[src/rtl/text_cmd_engine_pkg.sv]
// rtl/text_cmd_engine_pkg.sv - command codes, constants and FSM state type for text_cmd_engine
package text_cmd_engine_pkg;

    localparam logic [3:0] CMD_NOP        = 4'd0;
    localparam logic [3:0] CMD_CLEAR      = 4'd1;
    localparam logic [3:0] CMD_HEX        = 4'd2;
    localparam logic [3:0] CMD_NEWLINE    = 4'd3;
    localparam logic [3:0] CMD_SET_CURSOR = 4'd4;
    localparam logic [3:0] CMD_SET_COLOUR = 4'd5;

    localparam logic [7:0]  BLANK_CHAR   = 8'h20;
    localparam logic [11:0] RESET_COLOUR = 12'hFFF;

    localparam logic [12:0] HEX_DIGITS = 13'd16;

    typedef enum logic [1:0] {
        S_IDLE  = 2'd0,
        S_CLEAR = 2'd1,
        S_HEX   = 2'd2
    } state_t;

endpackage

[src/rtl/text_cmd_engine_hex_digit_ascii.sv]
// rtl/text_cmd_engine_hex_digit_ascii.sv - combinational nibble to upper-case ASCII hex digit
//   nibble : 4-bit value 0..15
//   ascii  : '0'..'9' (0x30-0x39) or 'A'..'F' (0x41-0x46)
module hex_digit_ascii (
    input  logic [3:0] nibble,
    output logic [7:0] ascii
);

    always_comb begin
        if (nibble < 4'd10) begin
            ascii = 8'h30 + {4'h0, nibble};
        end else begin
            ascii = 8'h37 + {4'h0, nibble};
        end
    end

endmodule

[src/rtl/text_cmd_engine.sv]
// rtl/text_cmd_engine.sv - text-mode command engine writing cells into a character framebuffer
//   clk, rst_n    : clock, asynchronous active-low reset
//   cmd, arg      : command code (1..5 valid) and 64-bit operand, captured when ready=1
//   ready         : high when a command can be accepted
//   write_enable  : one framebuffer cell write per cycle
//   write_addr    : cell address row*COLS+col
//   write_value   : {colour[11:0], 12'h0, ascii[7:0]}
module text_cmd_engine
    import text_cmd_engine_pkg::*;
#(
    parameter int COLS = 160,
    parameter int ROWS = 45
) (
    input  logic        clk,
    input  logic        rst_n,
    input  logic [3:0]  cmd,
    input  logic [63:0] arg,
    output logic        ready,
    output logic        write_enable,
    output logic [12:0] write_addr,
    output logic [31:0] write_value
);

    localparam logic [7:0]  COL_MAX     = 8'(COLS - 1);
    localparam logic [7:0]  ROW_MAX     = 8'(ROWS - 1);
    localparam logic [12:0] ROW_STRIDE  = 13'(COLS);
    localparam logic [12:0] TOTAL_CELLS = 13'(COLS * ROWS);

    state_t      state;
    logic [7:0]  col;
    logic [7:0]  row;
    logic [12:0] row_base;      // always row*COLS, maintained incrementally
    logic [11:0] colour;
    logic [12:0] count;
    logic [63:0] hex_shift;     // remaining HEX digits, next one in [63:60]

    logic [3:0]  nibble;
    logic [7:0]  ascii;
    logic [7:0]  wrap_row;
    logic [12:0] wrap_base;
    logic [7:0]  adv_col;
    logic [7:0]  adv_row;
    logic [12:0] adv_base;
    logic [7:0]  set_col;
    logic [7:0]  set_row;

    // The first digit is written on the accept edge, before hex_shift is loaded.
    assign nibble = (state == S_IDLE) ? arg[63:60] : hex_shift[63:60];

    hex_digit_ascii u_hex (
        .nibble (nibble),
        .ascii  (ascii)
    );

    // Row step with wrap to the top of the screen; shared by NEWLINE and cursor advance.
    always_comb begin
        wrap_row  = row + 8'd1;
        wrap_base = row_base + ROW_STRIDE;
        if (row == ROW_MAX) begin
            wrap_row  = 8'd0;
            wrap_base = 13'd0;
        end
    end

    always_comb begin
        adv_col  = col + 8'd1;
        adv_row  = row;
        adv_base = row_base;
        if (col == COL_MAX) begin
            adv_col  = 8'd0;
            adv_row  = wrap_row;
            adv_base = wrap_base;
        end
    end

    always_comb begin
        set_col = (arg[7:0]  > COL_MAX) ? COL_MAX : arg[7:0];
        set_row = (arg[15:8] > ROW_MAX) ? ROW_MAX : arg[15:8];
    end

    always_ff @(posedge clk or negedge rst_n) begin
        if (!rst_n) begin
            state        <= S_IDLE;
            ready        <= 1'b1;
            write_enable <= 1'b0;
            write_addr   <= 13'd0;
            write_value  <= 32'd0;
            col          <= 8'd0;
            row          <= 8'd0;
            row_base     <= 13'd0;
            colour       <= RESET_COLOUR;
            count        <= 13'd0;
            hex_shift    <= 64'd0;
        end else begin
            write_enable <= 1'b0;
            case (state)
                S_IDLE: begin
                    if (!ready) begin
                        // Single-cycle commands hold ready low for one cycle only.
                        ready <= 1'b1;
                    end else begin
                        case (cmd)
                            CMD_CLEAR: begin
                                state        <= S_CLEAR;
                                ready        <= 1'b0;
                                write_enable <= 1'b1;
                                write_addr   <= 13'd0;
                                write_value  <= {colour, 12'h000, BLANK_CHAR};
                                count        <= 13'd1;
                            end
                            CMD_HEX: begin
                                state        <= S_HEX;
                                ready        <= 1'b0;
                                write_enable <= 1'b1;
                                write_addr   <= row_base + 13'(col);
                                write_value  <= {colour, 12'h000, ascii};
                                col          <= adv_col;
                                row          <= adv_row;
                                row_base     <= adv_base;
                                hex_shift    <= arg << 4;
                                count        <= 13'd1;
                            end
                            CMD_NEWLINE: begin
                                ready    <= 1'b0;
                                col      <= 8'd0;
                                row      <= wrap_row;
                                row_base <= wrap_base;
                            end
                            CMD_SET_CURSOR: begin
                                ready    <= 1'b0;
                                col      <= set_col;
                                row      <= set_row;
                                // Constant multiply only on this one-off command; the
                                // per-write address path stays base plus column.
                                row_base <= 13'(int'(set_row) * COLS);
                            end
                            CMD_SET_COLOUR: begin
                                ready  <= 1'b0;
                                colour <= arg[11:0];
                            end
                            default: ;
                        endcase
                    end
                end
                S_CLEAR: begin
                    if (count == TOTAL_CELLS) begin
                        state    <= S_IDLE;
                        ready    <= 1'b1;
                        col      <= 8'd0;
                        row      <= 8'd0;
                        row_base <= 13'd0;
                    end else begin
                        write_enable <= 1'b1;
                        write_addr   <= count;
                        write_value  <= {colour, 12'h000, BLANK_CHAR};
                        count        <= count + 13'd1;
                    end
                end
                S_HEX: begin
                    if (count == HEX_DIGITS) begin
                        state <= S_IDLE;
                        ready <= 1'b1;
                    end else begin
                        write_enable <= 1'b1;
                        write_addr   <= row_base + 13'(col);
                        write_value  <= {colour, 12'h000, ascii};
                        col          <= adv_col;
                        row          <= adv_row;
                        row_base     <= adv_base;
                        hex_shift    <= hex_shift << 4;
                        count        <= count + 13'd1;
                    end
                end
                default: begin
                    state <= S_IDLE;
                    ready <= 1'b1;
                end
            endcase
        end
    end

endmodule

[config.mk]
export PLATFORM = sky130hd
export DESIGN_NAME = text_cmd_engine
export DESIGN_NICKNAME = d
export VERILOG_FILES = /design/src/rtl/text_cmd_engine_pkg.sv /design/src/rtl/text_cmd_engine_hex_digit_ascii.sv /design/src/rtl/text_cmd_engine.sv
export SDC_FILE = /design/constraint.sdc
export NUM_CORES = 1
export LEC_CHECK = 0
export CAP_MARGIN = 10
export CORE_MARGIN = 2
export CORE_UTILIZATION = 35
export DETAILED_ROUTE_END_ITERATION = 10
export GPL_ROUTABILITY_DRIVEN = 0
export SYNTH_ARGS = -nofsm -noshare
export SYNTH_HDL_FRONTEND = slang
export SYNTH_SLANG_ARGS = --single-unit
[constraint.sdc]
create_clock -name clk -period 2.2 [get_ports clk]
set_input_delay 0.44 -clock clk [delete_from_list [all_inputs] [get_ports clk]]
set_output_delay 0.44 -clock clk [all_outputs]
set_load 0.05 [all_outputs]
==> impl.org <==
** STA
- Final hold violations :: 0
- The final count of pins violating max slew was 0.
- For the finished layout, the period the worst path requires is 2.289 ns.
- Sum of negative setup slack :: -0.1833 ns
- Measured against its own limit, the worst slew margin works out to 0.6030.
- Setup repair after global routing could not meet its margin everywhere.
- Maximum frequency from static timing analysis :: 436.9 MHz
- Transition at the pin with the smallest max-transition slack :: 0.5901 ns
- Once routing completed, OpenROAD measured the worst setup slack at -0.08868 ns.
- In the finished design, the share of the clock period the worst path needs comes to 1.040.
- Worst setup skew after layout :: 0.02266 ns
- Setup violations remaining at the end of the flow were counted as 3.

** Route
- Via count :: 7566
- Dividing the detail-routed via count by the number of cells gives 5.088.
- Sum of routed wire length over all layers :: 24260 µm
- Wire per inst :: 16.32 µm
- Before antenna repair, the detailed router went through 5 iterations.
- In this run, the number of DRC markers left after iteration 0 of detailed routing was 406.
- DRC viols :: 0
- Once detail routing completed, the nets flagged for antenna violations numbered 0.

** Worst setup path
- STA classifies the critical path endpoint as a flop.
- The worst register-to-register path begins at state[1].
- Required arrival time at the worst endpoint :: 2.53 ns
- Data arrives at the worst endpoint at 2.62 ns.
- Critical Path Start Type :: primary input
- Setup Crit Path Kind :: primary input to flop
- Critical path launch point :: arg[11]
- Along the worst path, the maximum fanout reaches 3.

** Global route
- The via count of the first global-routing pass came to 7577.
- Summed over all layers, the global routing overflow is 0.
- The number of antenna violations at the first check in global routing was 2.
- Entering global routing, the biggest net connects 58 pins.
- The first global-routing pass estimated 39280 µm of wire.
- For this run, the total global-route usage over all layers was measured as 0.1909.

** Final layout
- Most common library cell in the layout ignoring fill and taps :: sky130_fd_sc_hd__nand2_1
- For this run, the number of standard cells in the final layout without fillers is 1487.
- Of the cells placed in the final design, the portion with a size suffix greater than 1 is 0.2478.
- The finished cells cover 11990 µm².
- Layout Nets :: 1249
- From synthesis to final layout, the design area changed by 39.68%.
- In the layout the commonest cells are sky130_fd_sc_hd__nand2_1 (156), sky130_fd_sc_hd__buf_4 (141), sky130_fd_sc_hd__dfrtp_1 (136).

** Clock tree
- CTS built an H-tree with a depth of 4.
- Clk slew on worst S/H paths :: 0.07 ns
- TritonCTS built the clock tree.
- Clk sink count :: 150
- The clock reaches the later pin of the worst-skew pair after 0.44 ns.
- In this run, CTS created clock tree buffers numbering 17.
- Library cell used as clock root buffer :: sky130_fd_sc_hd__clkbuf_16
- Counting along the longest clock path gives a buffer depth of 2.

** Synthesis
- Synth Flop Type :: sky130_fd_sc_hd__dfrtp_1
- The complex-gate fraction of the synthesized area came to 0.1660.
- Of the total synthesized cell area, the portion taken by full adders, half adders and majority gates is 0.04547.
- Dividing the synthesized area by the synthesized cell count gives 9.322 µm².
- In this run, synthesis produced a sequential element count of 150.
- Yosys printed 0 warnings.
- Asr flop ratio synth :: 1.000
- Post-Synth XOR/XNOR Area :: 0.02142
- Number of flops mapped to enable cells by yosys :: 0
- Of the synthesized area, sequential elements account for 0.4391.
- Number of instances in the synthesized netlist :: 921
- Multiplexer area fraction after synthesis :: 0.09268
- Post-synthesis simple-gate area fraction :: 0.1832
- Netlist Area Pre-Place :: 8586 µm²
- Synth unique cells :: 76
- Largest family of logic cells by synthesized area :: simple AND/OR/NAND/NOR gates

** Floorplanning
- Die area :: 25800 µm²
- During I/O placement, the number of pins put on the boundary was 117.
- The initial utilization of the core area, before any placement, comes to 0.3551.
- In this run the core area contains 57 standard-cell rows.
- From left edge to right edge, the die measures 160.6 µm.
- Core Box Area :: 24180 µm²
- The die is 160.6 µm tall.

** Power and ir drop
- Final Total Pwr :: 14.17 mW
- Leakage power of the design :: 5.203 nW
- Pwr/cell area :: 1182 nW/µm²
- VDD sags by at most 0.5986 mV.

** Placement
- Port-buffer cells :: 103
- OpenSTA, run right after detailed placement, puts the worst setup slack at -1.022 ns.
- The number of placed instances, taps included, is 1438.
- Summed over all nets, the half-perimeter wirelength after detailed placement is 18040 µm.
- Once placement finished, the instance area stood at 10970 µm².

** Status
- The flow ran to the end, but the final reports show violations.
- The checks that failed: setup timing.

** Job
- Max-cap violations :: 0

** Hold path
- Start point of the worst hold path :: arg[12]
- The min-delay analysis places its worst path in the category primary input to flop.
through the flow:
step / hold slack [ns] / utilization
after floorplan: 0.1444 / -
after detailed placement: 0.3823 / 0.4538
final: 0.3368 / 0.4960
after global routing: 0.3507 / 0.4960
after CTS: 0.3247 / 0.4820
after global placement: 0.3806 / 0.4538
synthesized netlist by cell type, types with 3 or more instances:
library cell	n	area, µm²
sky130_fd_sc_hd__o311ai_0	4	35.03
sky130_fd_sc_hd__o211ai_1	6	45.04
sky130_fd_sc_hd__nor4_1	3	18.77
sky130_fd_sc_hd__a211oi_1	7	52.55
sky130_fd_sc_hd__nor3b_1	4	30.03
sky130_fd_sc_hd__a32oi_1	3	26.28
sky130_fd_sc_hd__ha_1	28	350.3
sky130_fd_sc_hd__o21a_1	4	30.03
sky130_fd_sc_hd__o21ai_0	100	500.5
sky130_fd_sc_hd__xor2_1	8	70.07
sky130_fd_sc_hd__nor2b_1	12	75.07
sky130_fd_sc_hd__dfrtp_1	137	3428
sky130_fd_sc_hd__dfstp_2	13	341.6
sky130_fd_sc_hd__a22oi_1	14	105.1
sky130_fd_sc_hd__nand2b_1	13	81.33
sky130_fd_sc_hd__inv_1	24	90.09
sky130_fd_sc_hd__nor3_1	18	90.09
sky130_fd_sc_hd__buf_4	18	135.1
sky130_fd_sc_hd__a21oi_1	34	170.2
sky130_fd_sc_hd__buf_1	3	11.26
sky130_fd_sc_hd__nand3_1	30	150.1
sky130_fd_sc_hd__nand4_1	4	25.02
sky130_fd_sc_hd__nand2_1	162	608.1
sky130_fd_sc_hd__o31ai_1	5	37.54
sky130_fd_sc_hd__a221oi_1	3	26.28
sky130_fd_sc_hd__nor2_1	33	123.9
sky130_fd_sc_hd__and2_1	11	68.82
sky130_fd_sc_hd__a21o_1	6	45.04
sky130_fd_sc_hd__clkbuf_1	22	82.58
sky130_fd_sc_hd__mux2i_1	66	660.6
sky130_fd_sc_hd__a31oi_1	6	37.54
sky130_fd_sc_hd__xnor2_1	13	113.9
sky130_fd_sc_hd__clkbuf_2	3	15.01
sky130_fd_sc_hd__and3_1	9	56.30
sky130_fd_sc_hd__mux2_2	12	135.1
sky130_fd_sc_hd__o2bb2ai_1	6	52.55
sky130_fd_sc_hd__and4_1	3	26.28
sky130_fd_sc_hd__o22ai_1	5	31.28
sky130_fd_sc_hd__buf_2	19	95.09
sky130_fd_sc_hd__a22o_1	4	35.03
per-layer routing:
layer  GRT usage  vias to the layer above  wire, µm
li1            -                     3705         -
met1      0.2505                     3619     11030
met2      0.3109                      199     11430
met3     0.04726                       41      1268
met4     0.06143                        2       522
met5           0                        -        13
repair_timing:
action,CTS,global route
setup buffers,1,11
pin swaps,18,29
hold buffers,1,0
cloned,0,3
gates resized for setup,40,57
hold endpoints to repair,30,0
setup endpoints to repair,9,54
kinds of logic after synthesis:
family / Yosys count
simple gates: 322
compound gates: 228
flops: 150
buf+inv: 91
mux: 78
fa+ha+maj: 30
xor+xnor: 21
other cells: 1
where the power goes:
group          leakage, nW  switching (mW)  total [mW]  internal (mW)
Clock                0.275            1.25        2.97           1.72
Sequential            1.92           0.769        4.69           3.92
Combinational         3.01            3.65        6.51           2.86
Total                 5.20            5.67        14.2           8.50
sequential cells by signal (all words and copies together) (netlist names):
register,flops
write_addr,13
write_value,19
row_base,13
ready,1
col,8
colour,12
write_enable,1
row,8
state,2
hex_shift,60
count,13
layout make-up:
type | instances | area [µm²]
clock inverters | 12 | 145.1
inverters | 25 | 97.59
flip-flops and latches | 150 | 3771
multi-input cells | 693 | 4728
diodes | 1 | 2.502
repair buffers | 262 | 2396
well taps | 324 | 405.4
fillers | 2230 | 12180
clock buffers | 20 | 446.7
final timing paths:
path | endpoint | slack (ns) | cells past startpoint
setup / recovery | row_base[12] | -0.09 | 14
hold / removal | hex_shift[16] | 0.34 | 3
setup reg to reg | count[6] | -0.03 | 7
hold reg to reg | write_value[6] | 0.47 | 2
max in group asynchronous | row[4] | 1.01 | 3
min in group asynchronous | write_addr[6] | 0.49 | 2
worst max-delay path, cell delays in order:
cell                       delay [ns]
sky130_fd_sc_hd__buf_6           0.09
sky130_fd_sc_hd__a21o_1          0.18
sky130_fd_sc_hd__a211oi_2        0.25
sky130_fd_sc_hd__and2_4          0.21
sky130_fd_sc_hd__ha_4            0.13
sky130_fd_sc_hd__ha_4            0.12
sky130_fd_sc_hd__inv_2           0.03
sky130_fd_sc_hd__fa_2            0.33
sky130_fd_sc_hd__nand2b_4        0.15
sky130_fd_sc_hd__a21oi_2         0.12
sky130_fd_sc_hd__xnor2_1         0.13
sky130_fd_sc_hd__o21ai_1         0.09
sky130_fd_sc_hd__a221oi_2        0.24
sky130_fd_sc_hd__o21ai_1         0.09
(Power assumes the default switching activity.)
